$ cat config.mk
export PLATFORM = sky130hd
export DESIGN_NAME = noc_packet_injector_flat
export DESIGN_NICKNAME = d
export VERILOG_FILES = /design/src/rtl/noc_inj_pkg.sv /design/src/rtl/noc_packet_injector_if.sv /design/src/rtl/key_edge.sv /design/src/rtl/noc_packet_injector.sv /design/src/flat_wrapper.sv
export SDC_FILE = /design/constraint.sdc
export NUM_CORES = 1
export LEC_CHECK = 0
export BUFFER_PORTS_ARGS = -buffer_cell sky130_fd_sc_hd__buf_4
export CORE_AREA = 2 2 287 289
export CTS_CLUSTER_DIAMETER = 150
export DETAILED_ROUTE_END_ITERATION = 10
export DIE_AREA = 0 0 289 291
export SLEW_MARGIN = 20
export SYNTH_ARGS = -nofsm -noshare
export SYNTH_HDL_FRONTEND = slang
export SYNTH_SLANG_ARGS = --single-unit
$ cat constraint.sdc
create_clock -name clk -period 4.3 [get_ports clk]
set_clock_uncertainty 0.15 [all_clocks]
set_input_delay 0 -clock clk [delete_from_list [all_inputs] [get_ports clk]]
set_output_delay 0 -clock clk [all_outputs]
set_load 0.05 [all_outputs]
$ cat src/rtl/noc_inj_pkg.sv
// rtl/noc_inj_pkg.sv - shared types, display constants and hex segment decoder
package noc_inj_pkg;

    typedef enum logic [1:0] {
        IDLE = 2'd0,
        HOLD = 2'd1,
        SEND = 2'd2,
        DONE = 2'd3
    } inj_state_e;

    localparam logic [6:0] SEG_BLANK = 7'b1111111;
    localparam logic [6:0] SEG_ZERO  = 7'b0000001;

    // Active-low {a,b,c,d,e,f,g}
    function automatic logic [6:0] seg7_hex(input logic [3:0] nibble);
        logic [6:0] seg;
        case (nibble)
            4'h0:    seg = 7'b0000001;
            4'h1:    seg = 7'b1001111;
            4'h2:    seg = 7'b0010010;
            4'h3:    seg = 7'b0000110;
            4'h4:    seg = 7'b1001100;
            4'h5:    seg = 7'b0100100;
            4'h6:    seg = 7'b0100000;
            4'h7:    seg = 7'b0001111;
            4'h8:    seg = 7'b0000000;
            4'h9:    seg = 7'b0000100;
            4'hA:    seg = 7'b0001000;
            4'hB:    seg = 7'b1100000;
            4'hC:    seg = 7'b0110001;
            4'hD:    seg = 7'b1000010;
            4'hE:    seg = 7'b0110000;
            4'hF:    seg = 7'b0111000;
            default: seg = SEG_BLANK;
        endcase
        return seg;
    endfunction

endpackage

$ cat src/rtl/noc_packet_injector_if.sv
// rtl/noc_packet_injector_if.sv - flat per-router packet bus with per-router ready
interface noc_packet_injector_if #(
    parameter int N_ROUTERS = 49,
    parameter int PKT_W     = 13
);
    logic [N_ROUTERS-1:0]       in_ready;
    logic [N_ROUTERS*PKT_W-1:0] out_routers;

    modport master (output out_routers, input in_ready);
    modport slave  (input out_routers, output in_ready);
endinterface

$ cat src/rtl/key_edge.sv
// rtl/key_edge.sv - 2-flop synchroniser plus registered rising-edge pulse for a raw key
module key_edge (
    input  logic clk,
    input  logic rst_n,
    input  logic key_in,
    output logic key_level,
    output logic key_pulse
);
    logic s1_q, s1_d;
    logic s2_q, s2_d;
    logic s3_q, s3_d;
    logic pulse_q, pulse_d;

    always_comb begin
        s1_d    = key_in;
        s2_d    = s1_q;
        s3_d    = s2_q;
        pulse_d = s2_q & ~s3_q;
    end

    always_ff @(posedge clk or negedge rst_n) begin
        if (!rst_n) begin
            s1_q    <= 1'b0;
            s2_q    <= 1'b0;
            s3_q    <= 1'b0;
            pulse_q <= 1'b0;
        end else begin
            s1_q    <= s1_d;
            s2_q    <= s2_d;
            s3_q    <= s3_d;
            pulse_q <= pulse_d;
        end
    end

    assign key_level = s2_q;
    assign key_pulse = pulse_q;
endmodule

$ cat src/rtl/noc_packet_injector.sv
// rtl/noc_packet_injector.sv - switch/key driven packet source for the router array
module noc_packet_injector
    import noc_inj_pkg::*;
#(
    parameter int N_ROUTERS = 49,
    parameter int DATA_W    = 12
) (
    input  logic                   clk,
    input  logic                   rst_n,
    input  logic                   sw_on,
    input  logic                   sw_mode,
    input  logic                   sw_sel_data,
    input  logic                   sw_sel_router,
    input  logic                   key_inc,
    input  logic                   key_dec,
    input  logic                   key_send,
    noc_packet_injector_if.master  bus,
    output logic [15:0]            sent_cnt,
    output logic [6:0]             hex_data1,
    output logic [6:0]             hex_data0,
    output logic [6:0]             hex_router1,
    output logic [6:0]             hex_router0
);
    localparam int ROUTER_W = $clog2(N_ROUTERS);
    localparam int PKT_W    = DATA_W + 1;
    localparam int BUS_W    = N_ROUTERS * PKT_W;
    localparam logic [ROUTER_W-1:0] ROUTER_LAST = ROUTER_W'(N_ROUTERS - 1);

    logic inc_p, dec_p, send_p, send_lvl;
    logic unused_inc_lvl, unused_dec_lvl;

    key_edge u_key_inc  (.clk(clk), .rst_n(rst_n), .key_in(key_inc),
                         .key_level(unused_inc_lvl), .key_pulse(inc_p));
    key_edge u_key_dec  (.clk(clk), .rst_n(rst_n), .key_in(key_dec),
                         .key_level(unused_dec_lvl), .key_pulse(dec_p));
    key_edge u_key_send (.clk(clk), .rst_n(rst_n), .key_in(key_send),
                         .key_level(send_lvl), .key_pulse(send_p));

    inj_state_e           state_q, state_d;
    logic [DATA_W-1:0]    data_q, data_d, lat_data_q, lat_data_d;
    logic [ROUTER_W-1:0]  router_q, router_d, lat_router_q, lat_router_d;
    logic [BUS_W-1:0]     out_q, out_d;
    logic [15:0]          cnt_q, cnt_d;
    logic [6:0]           hd1_q, hd1_d, hd0_q, hd0_d, hr1_q, hr1_d, hr0_q, hr0_d;

    // Register editing; simultaneous inc/dec cancel, SEND/DONE lock the values
    always_comb begin
        logic step_up, step_dn;
        step_up  = inc_p & ~dec_p;
        step_dn  = dec_p & ~inc_p;
        data_d   = data_q;
        router_d = router_q;
        if (state_q == IDLE || state_q == HOLD) begin
            if (sw_sel_data) begin
                if (step_up)      data_d = data_q + 1'b1;
                else if (step_dn) data_d = data_q - 1'b1;
            end else if (sw_sel_router) begin
                if (step_up)      router_d = (router_q == ROUTER_LAST) ? '0 : router_q + 1'b1;
                else if (step_dn) router_d = (router_q == '0) ? ROUTER_LAST : router_q - 1'b1;
            end
        end
    end

    always_comb begin
        state_d      = state_q;
        lat_data_d   = lat_data_q;
        lat_router_d = lat_router_q;
        cnt_d        = cnt_q;
        out_d        = '0;
        case (state_q)
            IDLE: begin
                if (sw_on && !sw_mode) begin
                    state_d = HOLD;
                end else if (sw_on && sw_mode && send_p) begin
                    state_d      = SEND;
                    lat_data_d   = data_q;
                    lat_router_d = router_q;
                end
            end
            HOLD: if (!sw_on || sw_mode) state_d = IDLE;
            SEND: begin
                if (!sw_on) begin
                    state_d = IDLE;
                end else if (bus.in_ready[lat_router_q]) begin
                    state_d = DONE;
                    cnt_d   = cnt_q + 16'd1;
                end
            end
            DONE: if (!send_lvl) state_d = IDLE;
            default: state_d = IDLE;
        endcase
        // Placement follows the next state so the packet is visible on SEND entry
        // and drops on the same edge that accepts it
        if (state_d == HOLD)
            out_d[int'(router_q) * PKT_W +: PKT_W] = {1'b1, data_q};
        else if (state_d == SEND)
            out_d[int'(lat_router_d) * PKT_W +: PKT_W] = {1'b1, lat_data_d};
    end

    always_comb begin
        logic [7:0] data8, router8;
        data8   = 8'(data_q);
        router8 = 8'(router_q);
        hd1_d   = seg7_hex(data8[7:4]);
        hd0_d   = seg7_hex(data8[3:0]);
        hr1_d   = seg7_hex(router8[7:4]);
        hr0_d   = seg7_hex(router8[3:0]);
    end

    always_ff @(posedge clk or negedge rst_n) begin
        if (!rst_n) begin
            state_q      <= IDLE;
            data_q       <= '0;
            router_q     <= '0;
            lat_data_q   <= '0;
            lat_router_q <= '0;
            out_q        <= '0;
            cnt_q        <= '0;
            hd1_q        <= SEG_ZERO;
            hd0_q        <= SEG_ZERO;
            hr1_q        <= SEG_ZERO;
            hr0_q        <= SEG_ZERO;
        end else begin
            state_q      <= state_d;
            data_q       <= data_d;
            router_q     <= router_d;
            lat_data_q   <= lat_data_d;
            lat_router_q <= lat_router_d;
            out_q        <= out_d;
            cnt_q        <= cnt_d;
            hd1_q        <= hd1_d;
            hd0_q        <= hd0_d;
            hr1_q        <= hr1_d;
            hr0_q        <= hr0_d;
        end
    end

    assign bus.out_routers = out_q;
    assign sent_cnt        = cnt_q;
    assign hex_data1       = hd1_q;
    assign hex_data0       = hd0_q;
    assign hex_router1     = hr1_q;
    assign hex_router0     = hr0_q;
endmodule
$ cat src/flat_wrapper.sv
// flat-port wrapper written by rule: the top's interface ports become plain ports
module noc_packet_injector_flat import noc_inj_pkg::*;
#(
    parameter int N_ROUTERS = 49,
    parameter int DATA_W    = 12
)
  (clk, rst_n, sw_on, sw_mode, sw_sel_data, sw_sel_router, key_inc, key_dec, key_send, sent_cnt, hex_data1, hex_data0, hex_router1, hex_router0, bus_out_routers, bus_in_ready);
  noc_packet_injector_if #(.N_ROUTERS(N_ROUTERS)) bus_i ();
  input  logic clk;
  input  logic rst_n;
  input  logic sw_on;
  input  logic sw_mode;
  input  logic sw_sel_data;
  input  logic sw_sel_router;
  input  logic key_inc;
  input  logic key_dec;
  input  logic key_send;
  output logic [15:0] sent_cnt;
  output logic [6:0] hex_data1;
  output logic [6:0] hex_data0;
  output logic [6:0] hex_router1;
  output logic [6:0] hex_router0;
  output wire logic [$bits(bus_i.out_routers)-1:0] bus_out_routers;
  input wire logic [$bits(bus_i.in_ready)-1:0] bus_in_ready;
  assign bus_out_routers = bus_i.out_routers;
  assign bus_i.in_ready = bus_in_ready;
  noc_packet_injector #(.N_ROUTERS(N_ROUTERS), .DATA_W(DATA_W)) u_core (.clk(clk), .rst_n(rst_n), .sw_on(sw_on), .sw_mode(sw_mode), .sw_sel_data(sw_sel_data), .sw_sel_router(sw_sel_router), .key_inc(key_inc), .key_dec(key_dec), .key_send(key_send), .bus(bus_i), .sent_cnt(sent_cnt), .hex_data1(hex_data1), .hex_data0(hex_data0), .hex_router1(hex_router1), .hex_router0(hex_router0));
endmodule
## Word level (Yosys, flattened, before mapping)

Memories as Yosys holds them, arrays and structs flattened. A register that Yosys moved wholly into a read port is not among the register bits.
Cells that the tools add are included.

| word-level totals | value |
|---|---|
| bits in registers | 710 |
| latch bits | 0 |
| memory bits (writable) | 0 |
| memory bits (read-only) | 336 |
| input bits | 58 |
| output and inout port bits | 681 |
| word-level logic and storage cells | 100 |
| memories | 3 |

Memory list:

| name | words | bits a word | rd ports | clocked after memory_dff | wr ports | line | source |
|---|---|---|---|---|---|---|---|
| (no name shown) | 16 | 7 | 1 | 1 | 0 | noc_inj_pkg.sv:17 | `case (nibble)` |
| (no name shown) | 16 | 7 | 1 | 1 | 0 | noc_inj_pkg.sv:17 |  |
| (no name shown) | 16 | 7 | 1 | 1 | 0 | noc_inj_pkg.sv:17 |  |

| cells by class | value |
|---|---|
| add/subtract/negate cells | 7 |
| multiply operators | 2 |
| divide/modulo/power cells | 0 |
| magnitude comparators | 1 |
| equal/unequal tests | 9 |
| shift-type cells | 4 |
| muxes and demuxes | 24 |
| bitwise gates (word level) | 13 |
| reduce and logical (&&, ||, !) cells | 17 |

Operator list:

| operator | count |
|---|---|
| $and 637x637->637 | 2 |
| $mux 637 | 2 |
| $shift 13x33->637 const A | 2 |
| $shiftx 13x33->637 | 2 |
| $neg 32->33 | 2 |
| $mux 12 | 5 |
| $mux 6 | 7 |
| $pmux 7 s4 | 1 |
| $mul 6x4->10 const B | 2 |
| $add 16x1->16 const B | 1 |
| $add 12x1->12 const B | 1 |
| $mux 2 | 6 |
| $sub 12x1->12 const B | 1 |
| $eq 2x2->1 const B | 5 |
| $pmux 2 s4 | 1 |
| $lt 6x7->1 const B | 1 |
| $add 6x1->6 const B | 1 |
| $bmux 1 s6 | 1 |
| $eq 2x1->1 const B | 3 |
| $eq 6x6->1 const B | 1 |
| $logic_not 6->1 | 1 |
| $not 1->1 | 6 |
| $reduce_and 3->1 | 2 |
| $sub 6x1->6 const B | 1 |
| 8 further kinds | 20 |

## Logic depth before layout (Yosys ltp)

| depth | value |
|---|---|
| depth after elaboration | 11 |
| depth in mapped cells | 18 |
| mapped depth without buffers | 13 |

## Hierarchy

A second synthesis with hierarchy kept.

| unflattened totals | value |
|---|---|
| cell total of the unflattened synthesis | 2,532 |
| area total of the unflattened synthesis | 28,770.1 µm² |

Modules (own cells, without submodules):

| module | instances | cells each | area an instance (µm²) | seq. area each (µm²) |
|---|---|---|---|---|
| noc_packet_injector | 1 | 2,517 | 28,428.5 | 17,947.2 |
| key_edge | 3 | 5 | 113.9 | 100.1 |

## Least setup slack after synthesis

Ideal clock, no wire load.

| timing | value |
|---|---|
| path kind | flip-flop to flip-flop |
| from | reg u_core.state_q[0] |
| to | reg u_core.out_q[423], in the netlist u_core.bus.out_routers[423] |
| library setup time | 0.066 ns |
| data arrival time | 3.767 ns |
| required time | 4.084 ns |
| slack | 0.316 ns |
| stages on the path, launching flop included | 18 |
| buffers on the path | 5 |
| period minus slack after synthesis | 3.984 ns |
| cell sequence | dfrtp_1 > nand4b_2 > nand2b_1 > buf_2 > buf_2 > clkbuf_1 > a21o_1 > inv_1 > ha_1 > buf_2 > nor3b_1 > xnor2_1 > mux2i_2 > o21a_1 > nand3_1 > nor2_1 > buf_2 > a22o_1 |

| on the way | value |
|---|---|
| cells in the longest elaborated chain, start to end | 8 |
| elaborated cells between the ends (all ways) | 22 |
| classes of those cells | 1 x add/sub; 1 x mul; 5 x eq/ne; 2 x shift; 11 x mux; 1 x bitwise; 1 x reduce/logical |

RTL lines:

| what | line | source |
|---|---|---|
| start, declared | noc_packet_injector.sv:39 | `inj_state_e state_q, state_d;` |
| start signal, assigned | noc_packet_injector.sv:124 | `state_q <= state_d;` |
| $logic_not 2->1 * | noc_packet_injector.sv:70 | `case (state_q)` |
| $mux 6 * | noc_packet_injector.sv:70 |  |
| net u_core.lat_router_d[1] | noc_packet_injector.sv:41 | `logic [ROUTER_W-1:0] router_q, router_d, lat_router_q, lat_router_d;` |
| $mul 6x4->10 * | noc_packet_injector.sv:97 | `out_d[int'(lat_router_d) * PKT_W +: PKT_W] = {1'b1, lat_data_d};` |
| $neg 32->33 * | noc_packet_injector.sv:97 |  |
| $shiftx 13x33->637 or $shift 13x33->637 (tied branches) | noc_packet_injector.sv:97 |  |
| $and 637x637->637 (no line) * | n/a |  |
| $mux 637 * | noc_packet_injector.sv:96 | `else if (state_d == SEND)` |
| $mux 637 * | noc_packet_injector.sv:94 | `if (state_d == HOLD)` |
| net u_core.out_d[423] | noc_packet_injector.sv:42 | `logic [BUS_W-1:0] out_q, out_d;` |
| end signal, assigned | noc_packet_injector.sv:129 | `out_q <= out_d;` |
| end, declared | noc_packet_injector.sv:42 |  |

Mark *: on every way through the listed nets, which the timed path passes. The rest lies on a longest branch.
A chain may end at the register's enable or synchronous reset.

## Worst setup path after layout

| timing | value |
|---|---|
| from | reg u_core.router_q[1] |
| to | reg u_core.out_q[32], in the netlist u_core.bus.out_routers[32] |

| on the way | value |
|---|---|
| cells in the longest elaborated chain, start to end | 9 |
| elaborated cells between the ends (all ways) | 15 |
| classes of those cells | 2 x add/sub; 2 x mul; 4 x shift; 5 x mux; 2 x bitwise |

RTL lines:

| what | line | source |
|---|---|---|
| start, declared | noc_packet_injector.sv:41 |  |
| start signal, assigned | noc_packet_injector.sv:126 | `router_q <= router_d;` |
| $mux 6 | noc_packet_injector.sv:74 | `end else if (sw_on && sw_mode && send_p) begin` |
| $mux 6 | noc_packet_injector.sv:72 | `if (sw_on && !sw_mode) begin` |
| $mux 6 | noc_packet_injector.sv:70 |  |
| $mul 6x4->10 | noc_packet_injector.sv:97 |  |
| $neg 32->33 | noc_packet_injector.sv:97 |  |
| $shiftx 13x33->637 or $shift 13x33->637 (tied branches) | noc_packet_injector.sv:97 |  |
| $and 637x637->637 (no line) | n/a |  |
| $mux 637 | noc_packet_injector.sv:96 |  |
| $mux 637 * | noc_packet_injector.sv:94 |  |
| net u_core.out_d[32] | noc_packet_injector.sv:42 |  |

Marked as above.

==> impl_metrics.yaml <==
die:
  die_width_um: 289
  floorplan.rows: 105
  floorplan.core_area_um2: 81200
  floorplan.io_pins: 739
  initial_utilization_pct: 35.1
  chipHeight_um: 291
  die-area_um2: 84100
global_routing:
  grt_remaining_overflow: 0
  initial_antenna_violation_count: 2
  grt_usage_pct: 30.9
  via_count_of_the_first_global_routing_pass: 24400
  grt_first_pass_wirelength_um: 184000
  grt_start_max_net_pins: 121
clock_tree:
  clk_root_buffer_cell: "sky130_fd_sc_hd__clkbuf_16"
  clock_latency_ps: 640
  h-tree-depth: 3
  cts_tree: "yes"
  cts.reportedPaths.clkPinSlew_ps: 60
  cts_sinks: 729
  clock_tree.buffer_depth: 3
  cts_inserted_buffers: 79
sta:
  worst_slack_ps: 193
  slew-limit-headroom_pct: 23.2
  finalWorstPathRequiredPeriod_ps: 4110
  max_slew.worst_pin.slew_ps: 1150
  unrepaired_setup_endpoints_after_global_routing: "no"
  fin_tns_setup_ps: 0
  setup-violations-final: 0
  post-route-period-util_pct: 95.5
  finalHoldWorstSlack_ps: 201
  clock.fmax_mhz: 244
  final_slew_violations: 0
  report.final.hold_viol_count: 0
routing:
  drt_first_pass_iters: 5
  drtIter0Drc: 2741
  detail_route.vias_per_cell: 5.77
  routed_wirelength_um: 133000
  route.antenna.remaining_nets: 0
  num_vias: 25300
  remaining_drc_errors: 0
  post_drt_wl_per_cell_um: 30.4
worst_setup_path:
  crit_path_end_kind: "flop"
  crit_chain: "buf_4 > or4_1 > o21a_1 > nor2_1 > nand2_1 > nor2_1 > nand2_1 > o22ai_1"
  crit_path_max_fanout: 13
  timing.critical_path.max_delay_family: "simple AND/OR/NAND/NOR gates"
  worst_setup_path_start_kind: "flop"
  worst_path_max_delay_cell: "sky130_fd_sc_hd__nand2_1"
  critical_path.n_buffers_inverters: 1
  crit_path_max_incr_delay_ps: 720
  critical_path_arrival_ps: 4480
  worst-setup-path-type: "flop to flop"
  required_arrival_time_at_the_worst_endpoint_ps: 4670
synth:
  netlist_top_cells_area: "sky130_fd_sc_hd__dfrtp_1, sky130_fd_sc_hd__o22ai_1, sky130_fd_sc_hd__nand2_1"
  synthesis.area_um2: 28500
  postSynth.asyncResetShare_pct: 100
  share_of_the_synthesized_area_in_the_top_cell_type_pct: 63.7
  post-synth-top-count-cell: "sky130_fd_sc_hd__dfrtp_1"
  ys_dominant_reg_cell: "sky130_fd_sc_hd__dfrtp_1"
  synth_area_leader_cell: "sky130_fd_sc_hd__dfrtp_1"
  syn-instance-count: 2494
  synthesis.nets: 2589
  netlist_top_cells_count: "sky130_fd_sc_hd__dfrtp_1, sky130_fd_sc_hd__nand2_1, sky130_fd_sc_hd__o22ai_1"
  synth_seq_area_share_pct: 64.0
  synth-edff-count: 0
  ys_types: 74
  ff_latch_count_synth: 729
  synth_warnings: 0
  mean_instance_size_in_the_synthesized_netlist_um2: 11.4
power:
  clkPwrFrac_pct: 31.6
  seqPwrFrac_pct: 33.6
  power_leakage_nw: 18.6
  p_per_area_nw_per_um2: 599
  worst_ir_drop_vdd_uv: 319
  internal_power_w: 0.0136
  power_frac_comb_pct: 34.8
  sw_frac_of_total_pct: 41.3
  switching_power_w: 0.00954
run_status:
  run_status: "complete, no violations"
finish:
  fraction_of_layout_instances_using_a_drive_strength_above_1_pct: 32.8
  antenna_cells_inserted: 0
  design.final.nets: 3349
  syn_to_final_growth_pct: 35.5
place:
  routabilityCongestion: 0.933
  portBuffers: 737
  dpl.hpwl_um: 95100
  detailedPlace.worstSlack_ps: 17.1
job:
  maxCapViolations: 0
hold_path:
  min-delay-path-class: "flop to flop"
metrics by stage:
| step | area (um2) | cells | utilization (%) | total power (W) |
|---|---|---|---|---|
| 6_report | 38600 | 4386 | 47.6 | 0.0231 |
| 3_3_place_gp | 35600 | 4224 | 43.8 | 0.0156 |
| 3_5_place_dp | 35600 | 4224 | 43.8 | 0.0157 |
| 2_1_floorplan | 28500 | 2494 | - | 0.0120 |
| 4_1_cts | 38600 | 4383 | 47.5 | 0.0230 |
| 5_1_grt | 38600 | 4386 | 47.6 | 0.0238 |
placed cells by master (no fill, tap or decap), drive strengths merged, types with 5 or more instances in the layout:
cell           n
buf          860
dfrtp        725
nand2        432
o22ai        392
o21ai        155
clkbuf       105
nor2          76
nand3         54
o32ai         47
inv           41
a22o          37
ha            36
nor3          35
xnor2         24
clkinv        23
a21oi         22
mux2i         21
and3          19
and2          19
mux4          15
dlygate4sd3   15
o2bb2ai       13
nand4         13
nor2b         12
xor2          12
bufinv        10
o21bai         8
mux2           7
nor3b          7
or2            6
nor4           6
a211oi         5
cells by family (layout without fill, tap and decap cells):
logic type	count (synthesis)	count (layout)	share of synthesized area (%)
buffers and inverters	235	1057	3.53
flip-flops	729	729	64.0
AND/OR/NAND/NOR	704	704	11.3
adder cells (fa/ha/maj)	37	37	1.65
XOR/XNOR	36	36	1.11
AO/OA/AOI/OAI	709	709	16.1
other	1	1	0.0132
multiplexers	43	43	2.26
registers in the layout (all words and copies together), names as in the netlist, 2 cells and up:
name / count
u_core.hex_router0: 7
u_core.bus.out_routers: 637
u_core.router_q: 6
u_core.lat_data_q: 12
u_core.lat_router_q: 6
u_core.hex_router1: 5
u_core.state_q: 2
u_core.hex_data0: 7
u_core.sent_cnt: 16
u_core.data_q: 12
u_core.hex_data1: 7
worst paths after layout:
path                                         from                           to  slack [ps]  depth (start not counted)
max reg2reg                    u_core.router_q[1]   u_core.bus.out_routers[32]         190                          8
min in group asynchronous                   rst_n          u_core.hex_data1[0]         440                          3
max                            u_core.router_q[1]   u_core.bus.out_routers[32]         190                          8
max in group asynchronous                   rst_n   u_core.u_key_dec.key_pulse        2860                          4
min                        u_core.u_key_send.s1_q  u_core.u_key_send.key_level         200                          0
min reg2reg                u_core.u_key_send.s1_q  u_core.u_key_send.key_level         200                          0
layer usage:
| layer | vias to the layer above | global-route usage (%) | share of wire [%] |
|---|---|---|---|
| met1 | 12700 | 38.9 | 37 |
| met3 | 368 | 7.52 | 9.8 |
| met4 | 2 | 17.5 | 6.4 |
| met2 | 1729 | 48.5 | 46 |
| li1 | 10500 | - | - |
| met5 | - | 0 | 0.012 |
repair_timing:
action / 4_1_cts / 5_1_grt
endpoints found under the hold margin: 656 / 0
setup buffers: 0 / 3
resized for setup: 0 / 6
hold buffers: 16 / 0
setup endpoints to repair: 0 / 99
power groups by stage:
stage | Sequential, W | Clock, W | Combinational, W
6_report | 0.00776 | 0.00730 | 0.00805
5_1_grt | 0.00778 | 0.00768 | 0.00837
4_1_cts | 0.00775 | 0.00739 | 0.00784
3_5_place_dp | 0.00787 | 0 | 0.00780
3_3_place_gp | 0.00786 | 0 | 0.00777
2_1_floorplan | 0.00819 | 0 | 0.00378
layout make-up:
class | count | area [um2]
clock inverter | 38 | 577
tap | 1070 | 1340
fill | 7487 | 42600
clock buffer | 105 | 2210
inverter | 39 | 146
timing repair buffer | 875 | 6730
sequential | 729 | 18300
multi-input combinational | 1530 | 9350
Power figures use the tool's default switching activity.
